===== config.mk =====
export PLATFORM = sky130hd
export DESIGN_NAME = kvs_resp_framer_flat
export DESIGN_NICKNAME = d
export VERILOG_FILES = /design/src/rtl/kvs_resp_framer_if.sv /design/src/rtl/kvs_resp_framer.sv /design/src/flat_wrapper.sv
export SDC_FILE = /design/constraint.sdc
export NUM_CORES = 1
export LEC_CHECK = 0
export ABC_AREA = 1
export CAP_MARGIN = 20
export CORE_AREA = 8 8 434 436
export DETAILED_ROUTE_END_ITERATION = 10
export DIE_AREA = 0 0 442 444
export PLACE_DENSITY_LB_ADDON = 0.1
export SYNTH_ARGS = -nofsm -noshare
export SYNTH_HDL_FRONTEND = slang
export SYNTH_SLANG_ARGS = --single-unit

===== constraint.sdc =====
create_clock -name clk -period 1.9 [get_ports clk]
set_clock_uncertainty 0.2 [all_clocks]
set_input_delay 0.475 -clock clk [delete_from_list [all_inputs] [get_ports clk]]
set_output_delay 0.475 -clock clk [all_outputs]
set_load 0.1 [all_outputs]

===== src/rtl/kvs_resp_framer_if.sv =====
// Response-in / framed-out stream bundle for kvs_resp_framer.
// slave: the framer's side. master: the producer/consumer side.
interface kvs_resp_framer_if #(
    parameter int DATA_WIDTH = 512
);
    logic                  s_tvalid;
    logic                  s_tready;
    logic [DATA_WIDTH-1:0] s_tdata;
    logic                  m_tvalid;
    logic                  m_tready;
    logic [DATA_WIDTH-1:0] m_tdata;
    logic                  m_tlast;

    modport slave (
        input  s_tvalid, s_tdata, m_tready,
        output s_tready, m_tvalid, m_tdata, m_tlast
    );

    modport master (
        output s_tvalid, s_tdata, m_tready,
        input  s_tready, m_tvalid, m_tdata, m_tlast
    );
endinterface


===== src/rtl/kvs_resp_framer.sv =====
// Sequence-stamps KVS responses, counts hit/err, frames a burst into one packet (optional trailer: KVS_RESP_TRAILER_EN).
// Latency: 1 cycle, through a single output register.
// Backpressure: the register reloads on the same cycle it drains; s_tready drops only while it is full and stalled.
module kvs_resp_framer #(
    parameter int DATA_WIDTH = 512,
    parameter int LEN_WIDTH  = 32,
    parameter int SEQ_LSB    = 416
) (
    input  logic                 clk,
    input  logic                 rst_n,
    input  logic                 start,
    input  logic [LEN_WIDTH-1:0] burst_len,
    kvs_resp_framer_if.slave     io,
    output logic                 busy,
    output logic                 done,
    output logic [LEN_WIDTH-1:0] hit_cnt,
    output logic [LEN_WIDTH-1:0] err_cnt
);
    typedef enum logic [1:0] {IDLE, RUN, TRAIL} state_t;

    state_t                state_q, state_d;
    logic [LEN_WIDTH-1:0]  len_q, acc_q, hit_q, err_q;
    logic                  mvld_q, mlast_q, done_q;
    logic [DATA_WIDTH-1:0] mdat_q, stamped;
    logic                  in_fire, out_fire, all_in, last_out, arm;

    assign arm      = (state_q == IDLE) && start && (burst_len != '0);
    assign all_in   = (acc_q == len_q);
    assign in_fire  = io.s_tvalid && io.s_tready;
    assign out_fire = mvld_q && io.m_tready;
    // Once every response is in, the next drained beat must be the last response.
    assign last_out = out_fire && all_in && (state_q == RUN);

    always_comb begin
        stamped                 = io.s_tdata;
        stamped[SEQ_LSB +: 32]  = 32'(acc_q);
    end

`ifdef KVS_RESP_TRAILER_EN
    logic [DATA_WIDTH-1:0] trailer;
    always_comb begin
        trailer                     = '0;
        trailer[31:0]               = 32'(len_q);
        trailer[63:32]              = 32'(hit_q);
        trailer[95:64]              = 32'(err_q);
        trailer[DATA_WIDTH-1 -: 32] = 32'h4B565354;
    end
`endif

    always_ff @(posedge clk or negedge rst_n) begin
        if (!rst_n) state_q <= IDLE;
        else        state_q <= state_d;
    end

    always_comb begin
        state_d = state_q;
        case (state_q)
            IDLE:  if (arm) state_d = RUN;
`ifdef KVS_RESP_TRAILER_EN
            RUN:   if (last_out) state_d = TRAIL;
            TRAIL: if (out_fire) state_d = IDLE;
`else
            RUN:   if (last_out) state_d = IDLE;
`endif
            default: state_d = IDLE;
        endcase
    end

    always_comb begin
        io.s_tready = (state_q == RUN) && !all_in && (!mvld_q || io.m_tready);
        busy        = (state_q != IDLE);
    end

    always_ff @(posedge clk or negedge rst_n) begin
        if (!rst_n) begin
            len_q   <= '0;
            acc_q   <= '0;
            hit_q   <= '0;
            err_q   <= '0;
            mvld_q  <= 1'b0;
            mlast_q <= 1'b0;
            mdat_q  <= '0;
            done_q  <= 1'b0;
        end else begin
            if (arm) begin
                len_q <= burst_len;
                acc_q <= '0;
                hit_q <= '0;
                err_q <= '0;
            end
            if (in_fire) begin
                acc_q  <= acc_q + 1'b1;
                hit_q  <= hit_q + LEN_WIDTH'(io.s_tdata[160] | io.s_tdata[161]);
                err_q  <= err_q + LEN_WIDTH'(io.s_tdata[162]);
                mvld_q <= 1'b1;
                mdat_q <= stamped;
`ifdef KVS_RESP_TRAILER_EN
                mlast_q <= 1'b0;
`else
                mlast_q <= (acc_q == len_q - 1'b1);
`endif
            end else if (out_fire) begin
`ifdef KVS_RESP_TRAILER_EN
                // Counters already include the last response, so the trailer loads as it drains.
                if (last_out) begin
                    mvld_q  <= 1'b1;
                    mdat_q  <= trailer;
                    mlast_q <= 1'b1;
                end else begin
                    mvld_q  <= 1'b0;
                end
`else
                mvld_q <= 1'b0;
`endif
            end
`ifdef KVS_RESP_TRAILER_EN
            done_q <= (state_q == TRAIL) && out_fire;
`else
            done_q <= last_out;
`endif
        end
    end

    assign io.m_tvalid = mvld_q;
    assign io.m_tdata  = mdat_q;
    assign io.m_tlast  = mlast_q;
    assign done        = done_q;
    assign hit_cnt     = hit_q;
    assign err_cnt     = err_q;
endmodule


===== src/flat_wrapper.sv =====
// flat-port wrapper written by rule: the top's interface ports become plain ports
module kvs_resp_framer_flat 
#(
    parameter int DATA_WIDTH = 512,
    parameter int LEN_WIDTH  = 32,
    parameter int SEQ_LSB    = 416
)
  (clk, rst_n, start, burst_len, busy, done, hit_cnt, err_cnt, io_s_tvalid, io_s_tdata, io_m_tready, io_s_tready, io_m_tvalid, io_m_tdata, io_m_tlast);
  kvs_resp_framer_if #(.DATA_WIDTH(DATA_WIDTH)) io_i ();
  input  logic clk;
  input  logic rst_n;
  input  logic start;
  input  logic [LEN_WIDTH-1:0] burst_len;
  output logic busy;
  output logic done;
  output logic [LEN_WIDTH-1:0] hit_cnt;
  output logic [LEN_WIDTH-1:0] err_cnt;
  input wire logic [$bits(io_i.s_tvalid)-1:0] io_s_tvalid;
  input wire logic [$bits(io_i.s_tdata)-1:0] io_s_tdata;
  input wire logic [$bits(io_i.m_tready)-1:0] io_m_tready;
  output wire logic [$bits(io_i.s_tready)-1:0] io_s_tready;
  output wire logic [$bits(io_i.m_tvalid)-1:0] io_m_tvalid;
  output wire logic [$bits(io_i.m_tdata)-1:0] io_m_tdata;
  output wire logic [$bits(io_i.m_tlast)-1:0] io_m_tlast;
  assign io_i.s_tvalid = io_s_tvalid;
  assign io_i.s_tdata = io_s_tdata;
  assign io_i.m_tready = io_m_tready;
  assign io_s_tready = io_i.s_tready;
  assign io_m_tvalid = io_i.m_tvalid;
  assign io_m_tdata = io_i.m_tdata;
  assign io_m_tlast = io_i.m_tlast;
  kvs_resp_framer #(.DATA_WIDTH(DATA_WIDTH), .LEN_WIDTH(LEN_WIDTH), .SEQ_LSB(SEQ_LSB)) u_core (.clk(clk), .rst_n(rst_n), .start(start), .burst_len(burst_len), .io(io_i), .busy(busy), .done(done), .hit_cnt(hit_cnt), .err_cnt(err_cnt));
endmodule

==> impl_metrics.toml <==
[outcome]
outcome = "finished with violations"
violations = "negative setup slack"

[yosys]
synthFlopType = "dfrtp_1"
muxShareOfSynthArea = 0
ys_seq_area_frac = 0.576
synthSimpleGateAreaFrac = 0.303
synth_xor_xnor_area_share = 0.0204
async_flop_share = 1.00
syn_nets = 3978
ys_types = 33
ys_warn_count = 0
synth_cells = 3423
syn_area_um2 = 28000
synth_fa_ha_area_frac = 0.00268
synth_top_family_by_area = "simple AND/OR/NAND/NOR gates"
synth_edf_count = 0
synth-seq-cells = 644
synth_compound_area_frac = 0.0381
avgSynthCellArea_um2 = 8.17

[critical_path]
arrival_ns = 2.33
end_kind = "primary output"
cp_num_buf_inv = 2
slowest_stage = "dfrtp_1"
startpoint_type = "register"
slowest_delay_ns = 0.47
cp_data_required_time_ns = 1.22
crit_fanout = 2
path_class = "register to primary output"
crit_chain = "xnor2_2, nand2_1, nor2_1, nand2_1, nor2_2, nand2_2, nand2_2, clkinvlp_4, buf_12"
critPathTopFamily = "simple AND/OR/NAND/NOR gates"

[global_route]
grt_max_degree = 77
grtUsageMet1 = 0.200
grtUsageTotal = 0.169
use_met2 = 0.304
grt_pass1_vias = 29400
grt_first_pass_wirelength_um = 239000
overflow = 0
use_met3 = 0.0449
antenna_found_initial = 44
gr-max-usage-layer = "met2"

[sta]
hold_viol = 0
slew_viol_final = 0
fmax_mhz = 333
timing.slew.headroom = 0.672
setup_slack_ns = -1.10
finalCriticalPeriod_ns = 3.00
period_share = 1.58
worst_pin_slew_ns = 0.491
rsz0062_at_grt = "yes"
setup_viol = 1193

[routing]
ant_nets = 0
dr.pass1.iters = 5
vias = 28900
viasPerCell = 3.79
drt_iter0_drc = 1565
totalWireLength_um = 176000
wl_per_cell_um = 23.2
drc_errors = 0

[clock_tree]
cts_tree = "built"
htree_levels = 3
cts_sinks = 644
cts_buffer_depth = 3
root_buffer = "clkbuf_16"
clk_pin_slew_ns = 0.05
insertion_delay_ns = 0.72
numCtsBuffers = 93

[layout]
drive_gt1_frac = 0.301
final_cells = 7610
final_nets = 5692
fill_cells = 18900
syn2layout_area_growth_pct = 109

[place]
dpl.hpwl_um = 137000
pre_cts_slack_ns = -1.03
dp.cells = 7235
gp_congestion = 0.809
portBuffers = 1097

[worst_hold_path]
min_path_type = "primary input to register"

[floorplanning]
core_um2 = 182000
rows = 157
dieArea_um2 = 196000
ios = 1130
fp.dieH_um = 444
die_w_um = 442
start_util = 0.154

[power_and_ir_drop]
irDropWorstVdd_mv = 0.811
power_density_nw_per_um2 = 1460
power_uw = 85100
p_leak_uw = 0.0275

[job]
drv_cap = 0
## synth_stat cells (3+ instances only)
master    number  area (um2)
nand3_1       65         325
o22ai_1       46         288
xor2_1        46         403
nand2_1     1851        6950
buf_6         26         293
nand4_1       38         238
nor2_1       159         597
buf_4         38         285
o21ai_1       14        70.1
inv_1        182         683
buf_2         61         305
nor3_1        48         240
o21bai_1       8        60.1
a21oi_1        3        15.0
dfrtp_1      644       16100
inv_2          7        26.3
nand3b_1       5        37.5
ha_1           6        75.1
xnor2_1       19         166
nor4_1         6        37.5
clkbuf_1      16        60.1
or2_2          4        25.0
o21ai_0      118         591
## worst min-delay path, delay by kind of cell
family,cells,cell delay [ns]
simple gates,2,0.10
buf+inv,1,0.40
## layer usage
layer | part of all wire | vias up
li1 | - | 14100
met1 | 0.41 | 13800
met2 | 0.51 | 802
met3 | 0.061 | 193
met4 | 0.020 | 20
met5 | 0.00084 | -
## power by group
group          switching, uW  internal (uW)
clock                   7380          11600
sequential              3570          16800
combinational          28900          16800
total                  39800          45300
## cell usage in the layout (no fill, tap or decap), types with 9 or more instances in the layout
master,instances
inv_1,166
buf_12,646
buf_4,415
clkbuf_1,23
buf_6,18
dfrtp_4,12
nor2_1,142
clkinv_2,15
bufinv_16,13
inv_2,20
nand3_1,60
dfrtp_1,574
o21ai_1,38
nand4_1,38
dfrtp_2,58
nand2_2,98
buf_8,16
buf_16,26
xnor2_2,12
diode_2,11
nand2_1,1744
clkbuf_8,20
nand2_4,9
dlygate4sd3_1,89
nor2_2,14
o22ai_1,46
clkdlybuf4s50_1,515
clkbuf_16,123
xor2_1,46
nor3_1,42
o21ai_0,87
## cells by family after synthesis
kind of cell | count (synthesis)
compound gates | 195
xor+xnor | 65
fa+ha+maj | 6
buf+inv | 332
flops | 644
simple gates | 2181
## what timing repair did
action	4_1_cts	5_1_grt
resized for setup	54	206
pin swaps	7	25
endpoints found under the setup margin	1193	1193
endpoints found under the hold margin	461	0
cloned	19	31
hold buffers	89	0
buffers inserted	17	40
## worst paths after layout
| check | startpoint | slack, ns | cells past startpoint | to |
|---|---|---|---|---|
| worst min register to register | u_core.io.m_tdata[144]$_DFFE_PN0P_ | 0.33 | 2 | u_core.io.m_tdata[144]$_DFFE_PN0P_ |
| min in group asynchronous | rst_n | 0.11 | 2 | u_core.io.m_tdata[302]$_DFFE_PN0P_ |
| max in group asynchronous | rst_n | 0.51 | 4 | u_core.err_cnt[21]$_DFFE_PN0P_ |
| worst max register to register | u_core.acc_q[27]$_DFFE_PN0P_ | -0.97 | 17 | u_core.io.m_tdata[48]$_DFFE_PN0P_ |
| worst min-delay path | io_s_tdata[390] | 0.09 | 3 | u_core.io.m_tdata[390]$_DFFE_PN0P_ |
| worst max-delay path | u_core.acc_q[27]$_DFFE_PN0P_ | -1.10 | 9 | io_s_tready |
## stage by stage
stage,utilization,hold slack (ns),cell area (um2),TNS (ns)
2_1_floorplan,-,-0.0206,28600,-25.35
3_3_place_gp,0.283,0.196,51500,-401.37
3_5_place_dp,0.283,0.190,51500,-403.76
4_1_cts,0.312,0.000230,56700,-498.06
5_1_grt,0.321,0.0361,58400,-649.12
6_report,0.321,0.0923,58400,-519.77
## flip-flops by register name, indices dropped and copies added, names as in the netlist
register	count
u_core.done	1
u_core.len_q	32
u_core.io.m_tvalid	1
u_core.err_cnt	32
u_core.io.m_tdata	512
u_core.hit_cnt	32
u_core.state_q	1
u_core.acc_q	32
u_core.io.m_tlast	1
## layout make-up
cell class / instances / area (um2) / share of cell area
antenna: 11 / 27.5 / 0.000472
multi-input combinational: 2447 / 10900 / 0.186
inverter: 190 / 756 / 0.0129
tap: 2385 / 2980 / 0.0511
clock buffer: 136 / 2690 / 0.0461
timing repair inverter: 1 / 16.3 / 0.000279
timing repair buffer: 1760 / 24200 / 0.414
clock inverter: 36 / 626 / 0.0107
sequential: 644 / 16200 / 0.278
No activity file was read; power rests on OpenSTA's default activity.
